<file path="config.mk">
export PLATFORM = sky130hd
export DESIGN_NAME = vcm_i2c_responder
export DESIGN_NICKNAME = d
export VERILOG_FILES = /design/src/rtl/vcm_i2c_pkg.sv /design/src/rtl/i2c_line_filter.sv /design/src/rtl/vcm_i2c_responder.sv
export SDC_FILE = /design/constraint.sdc
export NUM_CORES = 1
export LEC_CHECK = 0
export CORE_MARGIN = 10
export CORE_UTILIZATION = 45
export DETAILED_ROUTE_END_ITERATION = 8
export PLACE_DENSITY = 0.78
export SETUP_SLACK_MARGIN = 0.15
export SYNTH_ARGS = -nofsm -noshare
export SYNTH_HDL_FRONTEND = slang
export SYNTH_SLANG_ARGS = --single-unit
</file>
<file path="constraint.sdc">
create_clock -name CLK_50 -period 3.9 [get_ports CLK_50]
set_input_delay 0.78 -clock CLK_50 [delete_from_list [all_inputs] [get_ports CLK_50]]
set_output_delay 0.78 -clock CLK_50 [all_outputs]
set_load 0.1 [all_outputs]
</file>
<file path="src/rtl/vcm_i2c_pkg.sv">
// Shared constants, FSM state codes and helpers for the VCM I2C responder.
package vcm_i2c_pkg;

    localparam logic [6:0]  VCM_ADDR_DEF = 7'h0C;
    localparam int unsigned VCM_STEP_MSB = 13;
    localparam int unsigned VCM_STEP_LSB = 4;
    localparam int unsigned VCM_PD_BIT   = 15;

    localparam int unsigned VCM_WORD_W = 16;
    localparam int unsigned BYTE_W     = 8;
    localparam int unsigned BIT_CNT_W  = 4;
    localparam int unsigned STATE_W    = 3;

    typedef logic [STATE_W-1:0] state_t;

    localparam state_t ST_IDLE     = 3'd0;
    localparam state_t ST_ADDR     = 3'd1;
    localparam state_t ST_ADDR_ACK = 3'd2;
    localparam state_t ST_WR_BYTE  = 3'd3;
    localparam state_t ST_WR_ACK   = 3'd4;
    localparam state_t ST_RD_BYTE  = 3'd5;
    localparam state_t ST_RD_ACK   = 3'd6;
    localparam state_t ST_IGNORE   = 3'd7;

    // Select the MSB (lsb=0) or LSB (lsb=1) byte of a VCM word.
    function automatic logic [BYTE_W-1:0] word_byte(input logic [VCM_WORD_W-1:0] w,
                                                    input logic lsb);
        return lsb ? w[7:0] : w[15:8];
    endfunction

endpackage

</file>
<file path="src/rtl/i2c_line_filter.sv">
// Synchroniser plus glitch filter for one I2C line; emits filtered level and
// single-cycle rise/fall strobes aligned with the level change.
module i2c_line_filter #(
    parameter int unsigned SYNC_STAGES = 2,
    parameter int unsigned FILT_LEN    = 3
) (
    input  logic clk,
    input  logic rst,
    input  logic pin,
    output logic level,
    output logic rise,
    output logic fall
);

    localparam int unsigned CNT_W = (FILT_LEN > 1) ? $clog2(FILT_LEN) : 1;

    logic [SYNC_STAGES-1:0] sync_q, sync_d;
    logic [CNT_W-1:0]       cnt_q, cnt_d;
    logic                   level_q, level_d;
    logic                   rise_q, rise_d;
    logic                   fall_q, fall_d;
    logic                   samp;

    // Level flips once FILT_LEN consecutive synchronised samples disagree with it.
    always_comb begin
        sync_d  = {sync_q[SYNC_STAGES-2:0], pin};
        samp    = sync_q[SYNC_STAGES-1];
        cnt_d   = '0;
        level_d = level_q;
        rise_d  = 1'b0;
        fall_d  = 1'b0;
        if (samp != level_q) begin
            if (cnt_q == CNT_W'(FILT_LEN - 1)) begin
                level_d = samp;
                rise_d  = samp;
                fall_d  = ~samp;
            end else begin
                cnt_d = cnt_q + CNT_W'(1);
            end
        end
    end

    // Registers; an idle bus is high so everything resets to 1.
    always_ff @(posedge clk) begin
        if (rst) begin
            sync_q  <= '1;
            cnt_q   <= '0;
            level_q <= 1'b1;
            rise_q  <= 1'b0;
            fall_q  <= 1'b0;
        end else begin
            sync_q  <= sync_d;
            cnt_q   <= cnt_d;
            level_q <= level_d;
            rise_q  <= rise_d;
            fall_q  <= fall_d;
        end
    end

    assign level = level_q;
    assign rise  = rise_q;
    assign fall  = fall_q;

endmodule

</file>
<file path="src/rtl/vcm_i2c_responder.sv">
// I2C target model of the VCM lens driver: decodes address + 2-byte writes,
// latches the 16-bit VCM word and ACKs each byte. Never drives SCL.
// Define VCM_RSP_READBACK_EN to support read transfers; otherwise reads are NACKed.
module vcm_i2c_responder
    import vcm_i2c_pkg::*;
#(
    parameter logic [6:0]  DEV_ADDR    = VCM_ADDR_DEF,
    parameter int unsigned SYNC_STAGES = 2,
    parameter int unsigned FILT_LEN    = 3
) (
    input  logic        CLK_50,
    input  logic        RESET,
    input  logic        I2C_SCL,
    input  logic        I2C_SDA_IN,
    output logic        I2C_SDA_OE,
    output logic [15:0] VCM_DATA,
    output logic [9:0]  STEP,
    output logic        PD,
    output logic        WR_VALID,
    output logic        BUSY
);

    logic scl_lvl, scl_rise, scl_fall;
    logic sda_lvl, sda_rise, sda_fall;
    logic start_c, stop_c, addr_ok_c;

    state_t                  state_q, state_d;
    logic [BIT_CNT_W-1:0]    bit_cnt_q, bit_cnt_d;
    logic [BYTE_W-1:0]       shift_q, shift_d;
    logic [BYTE_W-1:0]       shadow_q, shadow_d;
    logic                    byte_idx_q, byte_idx_d;
    logic [VCM_WORD_W-1:0]   vcm_data_q, vcm_data_d;
    logic                    wr_valid_q, wr_valid_d;
    logic                    sda_oe_q, sda_oe_d;
    logic                    busy_q, busy_d;
`ifdef VCM_RSP_READBACK_EN
    logic                    rd_sel_q, rd_sel_d;
    logic                    rd_nack_q, rd_nack_d;
    logic [BYTE_W-1:0]       rd_byte_c;
`endif

    i2c_line_filter #(.SYNC_STAGES(SYNC_STAGES), .FILT_LEN(FILT_LEN)) u_scl_filt (
        .clk(CLK_50), .rst(RESET), .pin(I2C_SCL),
        .level(scl_lvl), .rise(scl_rise), .fall(scl_fall)
    );

    i2c_line_filter #(.SYNC_STAGES(SYNC_STAGES), .FILT_LEN(FILT_LEN)) u_sda_filt (
        .clk(CLK_50), .rst(RESET), .pin(I2C_SDA_IN),
        .level(sda_lvl), .rise(sda_rise), .fall(sda_fall)
    );

    // Bus condition detect, byte FSM and register updates.
    always_comb begin
        state_d    = state_q;
        bit_cnt_d  = bit_cnt_q;
        shift_d    = shift_q;
        shadow_d   = shadow_q;
        byte_idx_d = byte_idx_q;
        vcm_data_d = vcm_data_q;
        wr_valid_d = 1'b0;
        sda_oe_d   = sda_oe_q;
        busy_d     = busy_q;
`ifdef VCM_RSP_READBACK_EN
        rd_sel_d   = rd_sel_q;
        rd_nack_d  = rd_nack_q;
        rd_byte_c  = word_byte(vcm_data_q, rd_sel_q);
        addr_ok_c  = 1'b1;
`else
        addr_ok_c  = ~shift_q[0];
`endif
        start_c = sda_fall & scl_lvl;
        stop_c  = sda_rise & scl_lvl;

        if (stop_c || start_c) begin
            state_d    = stop_c ? ST_IDLE : ST_ADDR;
            bit_cnt_d  = '0;
            byte_idx_d = 1'b0;
            sda_oe_d   = 1'b0;
            busy_d     = 1'b0;
        end else begin
            case (state_q)
                ST_IDLE: ;
                ST_ADDR: begin
                    if (scl_rise) begin
                        shift_d   = {shift_q[BYTE_W-2:0], sda_lvl};
                        bit_cnt_d = bit_cnt_q + BIT_CNT_W'(1);
                    end else if (scl_fall && bit_cnt_q == BIT_CNT_W'(8)) begin
                        bit_cnt_d = '0;
                        if (shift_q[7:1] == DEV_ADDR && addr_ok_c) begin
                            state_d  = ST_ADDR_ACK;
                            sda_oe_d = 1'b1;
                            busy_d   = 1'b1;
                        end else begin
                            state_d = ST_IGNORE;
                        end
                    end
                end
                ST_ADDR_ACK: begin
                    if (scl_fall) begin
                        sda_oe_d   = 1'b0;
                        bit_cnt_d  = '0;
                        byte_idx_d = 1'b0;
                        state_d    = ST_WR_BYTE;
`ifdef VCM_RSP_READBACK_EN
                        if (shift_q[0]) begin
                            state_d  = ST_RD_BYTE;
                            rd_sel_d = 1'b0;
                            sda_oe_d = ~vcm_data_q[VCM_WORD_W-1];
                        end
`endif
                    end
                end
                ST_WR_BYTE: begin
                    if (scl_rise) begin
                        shift_d   = {shift_q[BYTE_W-2:0], sda_lvl};
                        bit_cnt_d = bit_cnt_q + BIT_CNT_W'(1);
                    end else if (scl_fall && bit_cnt_q == BIT_CNT_W'(8)) begin
                        state_d   = ST_WR_ACK;
                        sda_oe_d  = 1'b1;
                        bit_cnt_d = '0;
                        if (!byte_idx_q) begin
                            shadow_d = shift_q;
                        end
                    end
                end
                ST_WR_ACK: begin
                    if (scl_fall) begin
                        state_d    = ST_WR_BYTE;
                        sda_oe_d   = 1'b0;
                        byte_idx_d = ~byte_idx_q;
                        if (byte_idx_q) begin
                            vcm_data_d = {shadow_q, shift_q};
                            wr_valid_d = 1'b1;
                        end
                    end
                end
`ifdef VCM_RSP_READBACK_EN
                ST_RD_BYTE: begin
                    if (scl_rise) begin
                        bit_cnt_d = bit_cnt_q + BIT_CNT_W'(1);
                    end else if (scl_fall) begin
                        if (bit_cnt_q == BIT_CNT_W'(8)) begin
                            state_d   = ST_RD_ACK;
                            sda_oe_d  = 1'b0;
                            bit_cnt_d = '0;
                            rd_sel_d  = ~rd_sel_q;
                        end else begin
                            sda_oe_d = ~rd_byte_c[3'(BIT_CNT_W'(7) - bit_cnt_q)];
                        end
                    end
                end
                ST_RD_ACK: begin
                    if (scl_rise) begin
                        rd_nack_d = sda_lvl;
                    end else if (scl_fall) begin
                        bit_cnt_d = '0;
                        if (rd_nack_q) begin
                            state_d  = ST_IGNORE;
                            sda_oe_d = 1'b0;
                        end else begin
                            state_d  = ST_RD_BYTE;
                            sda_oe_d = ~rd_byte_c[BYTE_W-1];
                        end
                    end
                end
`endif
                ST_IGNORE: ;
                default: state_d = ST_IDLE;
            endcase
        end
    end

    // State and output registers with synchronous reset.
    always_ff @(posedge CLK_50) begin
        if (RESET) begin
            state_q    <= ST_IDLE;
            bit_cnt_q  <= '0;
            shift_q    <= '0;
            shadow_q   <= '0;
            byte_idx_q <= 1'b0;
            vcm_data_q <= '0;
            wr_valid_q <= 1'b0;
            sda_oe_q   <= 1'b0;
            busy_q     <= 1'b0;
`ifdef VCM_RSP_READBACK_EN
            rd_sel_q   <= 1'b0;
            rd_nack_q  <= 1'b0;
`endif
        end else begin
            state_q    <= state_d;
            bit_cnt_q  <= bit_cnt_d;
            shift_q    <= shift_d;
            shadow_q   <= shadow_d;
            byte_idx_q <= byte_idx_d;
            vcm_data_q <= vcm_data_d;
            wr_valid_q <= wr_valid_d;
            sda_oe_q   <= sda_oe_d;
            busy_q     <= busy_d;
`ifdef VCM_RSP_READBACK_EN
            rd_sel_q   <= rd_sel_d;
            rd_nack_q  <= rd_nack_d;
`endif
        end
    end

    assign I2C_SDA_OE = sda_oe_q;
    assign VCM_DATA   = vcm_data_q;
    assign STEP       = vcm_data_q[VCM_STEP_MSB:VCM_STEP_LSB];
    assign PD         = vcm_data_q[VCM_PD_BIT];
    assign WR_VALID   = wr_valid_q;
    assign BUSY       = busy_q;

endmodule

</file>
==> metrics.yaml, run 1 <==
power:
  powerDensity_mw_per_mm2: 402
  pwr-share-comb_pct: 1.5
  p_seq_share_pct: 49.6
  p_clk_share_pct: 48.9
  power.internal_w: 0.000946
  switchingPower_w: 0.000237
  irDropWorstVdd_mv: 0.319
  swShare_pct: 20.0
  power.leakage_nw: 1.18
placed_design:
  post-dp-hpwl_um: 3340
  portBuffers: 33
  dpl.cell_count: 339
  gp_congestion: 0.876
global_routing:
  antenna_found_initial: 0
  grt_pass1_vias: 1841
  grt.overflow.total: 0
  grt_max_degree: 29
  grt_pass1_wl_um: 8260
  grt_usage_pct: 11.7
clocking:
  cts_tree: "yes"
  cts_sinks: 57
  cts_buffers: 9
  clk_latency_ns: 0.33
  clk_path_buf_depth: 2
  cts_resized: 0
  cts-root-buf: "clkbuf_8"
  htreeDepth: 3
  cts_hold_buf: 0
  post_cts_buffers: 0
  path_clk_slew_ns: 0.07
sta:
  setup_tns_ns: 0
  hold_viol: 0
  setup_viol: 0
  min_period_over_period_pct: 67.5
  max_freq_ghz: 0.380
  slew_headroom_pct: 34.4
  rsz0062_at_grt: "no"
  period_needed_ns: 2.63
  finalClockSkew_ns: 0.00939
  hold_ws_ns: 0.406
  finalMaxSlewViolations: 0
  tightest_slew_ns: 0.980
setup_path:
  reg2reg_slack_ns: 2.04
  cpPeakStageDelay_ns: 1.15
  ff2ff_path_depth: 4
  required_ns: 3.12
  cp-startpoint: "VCM_DATA[5]"
  crit_buf_inv: 1
  timing.rr.end: "shadow_q[7]"
  critPathTopFamily: "buffers and inverters"
  cpMaxStageDelayCell: "clkdlybuf4s50_1"
  endpoint_kind: "primary output"
  start_kind: "flip-flop"
  worstSetupPathType: "flip-flop to primary output"
  crit_chain: "clkdlybuf4s50_1"
  rr_startpoint: "state_q[1]"
  critical_path_arrival_ns: 1.85
  path_max_fanout: 3
  path_depth: 1
  endpoint: "STEP[1]"
layout:
  instances_no_fill: 355
  fill_cells: 454
  area_growth_pct: 20.6
  antenna_cells: 0
  fin_nets: 288
  layout-drive-gt1-share_pct: 8.77
drt:
  dr.pass1.iters: 5
  drt_wl_total_um: 4760
  vias: 1902
  vias_per_cell: 5.36
  drc: 0
  routedWlPerCell_um: 13.4
  drt_iter0_drc: 144
  ant_nets: 0
die:
  die-area_mm2: 0.00877
  num_io_pins: 34
  design.core.area_mm2: 0.00517
  die_height_um: 93.6
  num_rows: 26
  die_w_um: 93.6
  start_util_pct: 47.2
synthesis:
  ys_warn_count: 0
  synthMostInstantiatedCell: "dfxtp_1"
  synth_top_area_cell: "dfxtp_1"
  synth_fa_ha_area_share_pct: 2.05
  yosys.area_share.simple_pct: 19.9
  syn_nets: 265
  synth_cell_types: 40
  netlist_top_cells_area: "dfxtp_1 47%, mux2i_1 10%, nor2_1 5.4%"
  synth_ff_type: "dfxtp_1"
  synth_common_cells: "57 x dfxtp_1, 35 x nor2_1, 25 x mux2i_1, 17 x a21oi_1, 16 x o21ai_0"
  synthCells: 257
  synth-edff-count: 0
  synth_area_mm2: 0.00244
  yosysTopAreaCellShare_pct: 46.8
  synth_seq_cells: 57
  synth_compound_area_share_pct: 12.5
  synth-xor-area-share_pct: 1.44
  syn_area_per_cell_um2: 9.49
  synthArstFlopShare_pct: 0
  yosysSeqAreaShare_pct: 46.8
  muxShareOfSynthArea_pct: 10.3
  synth_top_family_by_area: "simple AND/OR/NAND/NOR gates"
run:
  drv_cap: 0
run_status:
  status: "finished clean"
worst_hold_path:
  holdCritPathClass: "flip-flop to flip-flop"
==> sequential cells by signal, summed over array words and instances (netlist names) <==
register and cells:
VCM_DATA 16, shadow_q 8, shift_q 8, bit_cnt_q 4, state_q 3, u_scl_filt.cnt_q 2
u_scl_filt.sync_q 2, u_sda_filt.cnt_q 2, u_sda_filt.sync_q 2, BUSY 1, I2C_SDA_OE 1, WR_VALID 1
byte_idx_q 1, u_scl_filt.fall 1, u_scl_filt.level 1, u_scl_filt.rise 1, u_sda_filt.fall 1, u_sda_filt.level 1
u_sda_filt.rise 1
==> metal layers <==
metal / vias up / global-route usage (%) / part of all wire [%]
li1: 938 / - / -
met1: 904 / 13.0 / 44
met2: 50 / 18.0 / 47
met3: 10 / 5.20 / 6.2
met4: 0 / 7.22 / 2.5
met5: - / 0 / 0
==> final cells by class <==
type	count	area [µm²]	area share, %
clock buffers	9	124	4.21
repair buffers	35	345	11.7
multi-input cells	168	1130	38.3
inverters	9	33.8	1.15
well taps	70	87.6	2.98
flip-flops and latches	57	1140	38.8
clock inverters	7	85.1	2.89
==> per-stage QoR <==
step | total power, W | cell area (µm²) | setup WS [ns] | util, %
final | 0.00118 | 2940 | 1.27 | 56.9
after global routing | 0.00123 | 2940 | 1.20 | 56.9
after CTS | 0.00120 | 2940 | 1.24 | 56.9
after detailed placement | 0.000618 | 2730 | 1.40 | 52.9
after global placement | 0.000617 | 2730 | 1.42 | 52.9
after floorplan | 0.000612 | 2440 | 1.75 | -
==> worst min-delay path by stage <==
| stage | start | end | slack (ns) | cells after the start |
|---|---|---|---|---|
| floorplan | u_scl_filt.sync_q[0] | u_scl_filt.sync_q[1] | 0.39 | 1 |
| global placement | u_scl_filt.sync_q[0] | u_scl_filt.sync_q[1] | 0.39 | 1 |
| detailed placement | u_scl_filt.sync_q[0] | u_scl_filt.sync_q[1] | 0.39 | 1 |
| CTS | u_scl_filt.sync_q[0] | u_scl_filt.sync_q[1] | 0.41 | 1 |
| global route | u_sda_filt.sync_q[0] | u_sda_filt.sync_q[1] | 0.42 | 1 |
| finish | u_scl_filt.sync_q[0] | u_scl_filt.sync_q[1] | 0.41 | 1 |
==> power by group through the flow <==
| stage | Clock (W) | Combinational (W) | Sequential [W] |
|---|---|---|---|
| 6_report | 0.000579 | 0.0000174 | 0.000587 |
| 5_1_grt | 0.000626 | 0.0000195 | 0.000587 |
| 4_1_cts | 0.000596 | 0.0000177 | 0.000587 |
| 3_5_place_dp | 0 | 0.0000176 | 0.000600 |
| 3_3_place_gp | 0 | 0.0000174 | 0.000600 |
| 2_1_floorplan | 0 | 0.0000124 | 0.000599 |
==> layout by cell type, fill, tap and decap left out, types with 2 or more instances in the layout <==
cell and count:
a2bb2oi_1 2, clkinv_2 5, nor4bb_1 5, nor2b_1 6, inv_1 9, o21ai_0 16, a21oi_1 17, nand2_1 4
or2_2 4, a211o_1 4, a211oi_1 2, mux2i_1 25, xnor2_1 3, or3_1 5, bufinv_16 2, clkbuf_8 9
nor4b_1 2, nor3_1 3, buf_4 2, clkdlybuf4s50_1 33, nand2b_1 5, nor2_1 35, dfxtp_1 57, nand3_1 10
ha_1 4
==> cells by family (layout without fill, tap and decap cells) <==
| family | after synthesis | after routing |
|---|---|---|
| compound gates | 50 | 50 |
| xor+xnor | 4 | 4 |
| fa+ha+maj | 4 | 4 |
| buf+inv | 32 | 60 |
| flops | 57 | 57 |
| mux | 25 | 25 |
| simple gates | 85 | 85 |
Note: power is estimated with default switching activity, not from simulation.
==> run 2: changes to the inputs <==
--- a/config.mk
+++ b/config.mk
@@ -8,7 +8,7 @@
 export CORE_MARGIN = 10
 export CORE_UTILIZATION = 45
 export DETAILED_ROUTE_END_ITERATION = 8
-export PLACE_DENSITY = 0.78
+export PLACE_DENSITY = 0.8
 export SETUP_SLACK_MARGIN = 0.15
 export SYNTH_ARGS = -nofsm -noshare
 export SYNTH_HDL_FRONTEND = slang
==> constraint.sdc (replaced) <==
create_clock -name CLK_50 -period 2.3 [get_ports CLK_50]
set_input_delay 0.46 -clock CLK_50 [delete_from_list [all_inputs] [get_ports CLK_50]]
set_output_delay 0.46 -clock CLK_50 [all_outputs]
set_load 0.1 [all_outputs]
==> run 2 against run 1 <==
  * Combinational power increased by 92%
  * Routed wire length increased by 3.4%
  * Critical path depth increased by 3
  * Global-route usage decreased by 0.12 points
  * Sequential share of layout area increased by 1.0 points
  * Sequential cell count unchanged
  * Via count decreased by 0.63%
  * Clock power increased by 51%
  * Power increased by 61%
  * Critical path type is now flip-flop to flip-flop
  * Largest cell class unchanged
  * Highest routed layer unchanged
==> metrics.yaml, run 2 (synthesis results as in run 1) <==
die:
  num_io_pins: 34
  num_rows: 26
  design.core.area_mm2: 0.00517
  die-area_mm2: 0.00877
  start_util_pct: 47.2
  die_w_um: 93.6
  die_height_um: 93.6
layout:
  mostFrequentLayoutCell: "dfxtp_1"
  fill_cells: 470
  antenna_cells: 0
  layout-drive-gt1-share_pct: 19.3
  layout_common_cells: "57 x dfxtp_1, 35 x nor2_1, 33 x buf_4"
  fin_nets: 290
  largest_reg_flops: 16
  fin_area_mm2: 0.00287
  area_growth_pct: 17.6
sta:
  hold_ws_ns: 0.406
  rsz0062_at_grt: "no"
  finalMaxSlewViolations: 0
  max_freq_ghz: 0.546
  finalClockSkew_ns: 0.00925
  setup_tns_ns: 0
  slew_headroom_pct: 64.7
  period_needed_ns: 1.83
  setup_ws_ns: 0.467
  hold_viol: 0
  tightest_slew_ns: 0.528
  setup_viol: 0
  min_period_over_period_pct: 79.7
power:
  swShare_pct: 20.2
  power.leakage_nw: 1.24
  power.internal_w: 0.00152
  powerDensity_mw_per_mm2: 664
  p_clk_share_pct: 46.0
  pwr-share-comb_pct: 1.8
  irDropWorstVdd_mv: 0.414
  switchingPower_w: 0.000386
  p_seq_share_pct: 52.3
clocking:
  post_cts_buffers: 0
  cts_buffers: 9
  cts_hold_buf: 0
  cts-root-buf: "clkbuf_8"
  clk_latency_ns: 0.33
  cts_resized: 0
  path_clk_slew_ns: 0.06
  clk_path_buf_depth: 2
  cts_tree: "yes"
  htreeDepth: 3
  cts_sinks: 57
placed_design:
  gp_congestion: 0.893
  portBuffers: 33
  pre_cts_ws_ns: 0.465
  post-dp-hpwl_um: 3470
  dpl-instance-area_mm2: 0.00269
run_status:
  status: "finished clean"
drt:
  dr.pass1.iters: 4
  drt_wl_total_um: 4930
  vias_per_cell: 5.32
  drt_iter0_drc: 160
  vias: 1890
  routedWlPerCell_um: 13.9
  drc: 0
  ant_nets: 0
setup_path:
  start_kind: "flip-flop"
  path_max_fanout: 10
  critical_path_arrival_ns: 2.04
  endpoint_kind: "flip-flop"
  worstSetupPathType: "flip-flop to flip-flop"
  required_ns: 2.51
global_routing:
  grt_pass1_wl_um: 8250
  grt_pass1_vias: 1827
  grt_max_degree: 50
  grt.overflow.total: 0
  grt_usage_pct: 11.6
  antenna_found_initial: 0
worst_hold_path:
  holdCritPathClass: "flip-flop to flip-flop"
run:
  drv_cap: 0
-- run 2: layout make-up --
class                      count  area, µm²  share of cell area, %
clock buffer                  10        138                   4.80
clock inverter                 4       45.0                   1.57
inverter                       9       33.8                   1.18
multi-input combinational    168       1130                   39.2
sequential                    57       1140                   39.8
tap                           70       87.6                   3.05
timing repair buffer          37        298                   10.4
-- run 2: power groups by stage --
stage               clock, W  combinational [W]  sequential [W]
global placement           0          0.0000331         0.00102
CTS                 0.000900          0.0000336        0.000995
global route        0.000944          0.0000369        0.000996
floorplan                  0          0.0000210         0.00102
finish              0.000875          0.0000334        0.000996
detailed placement         0          0.0000337         0.00102
-- run 2: stage by stage --
step | util (%) | power (W) | std cells
floorplan | - | 0.00104 | 257
global placement | 51.9 | 0.00105 | 341
detailed placement | 51.9 | 0.00105 | 341
CTS | 55.5 | 0.00193 | 355
global route | 55.5 | 0.00198 | 355
finish | 55.5 | 0.00190 | 355
-- run 2: path summary, 6_finish.rpt --
check,from,endpoint,slack [ns],depth (start not counted)
max reg2reg,state_q[1],shadow_q[2],0.47,4
min,u_scl_filt.sync_q[0],u_scl_filt.sync_q[1],0.41,1
max,state_q[1],shadow_q[2],0.47,4
min reg2reg,u_scl_filt.sync_q[0],u_scl_filt.sync_q[1],0.41,1
-- run 2: critical path: stages (launching register included) --
cell     delay, ns
dfxtp_1       0.50
inv_1         0.21
or4_1         0.67
o21ai_0       0.24
a21oi_1       0.09
-- run 2: per-layer routing --
layer	GRT usage (%)	vias to the layer above	share of wire, %
met3	4.00	7	6.5
li1	-	945	-
met2	17.9	48	46
met1	13.5	890	46
met5	0	-	0
met4	7.22	0	1.9
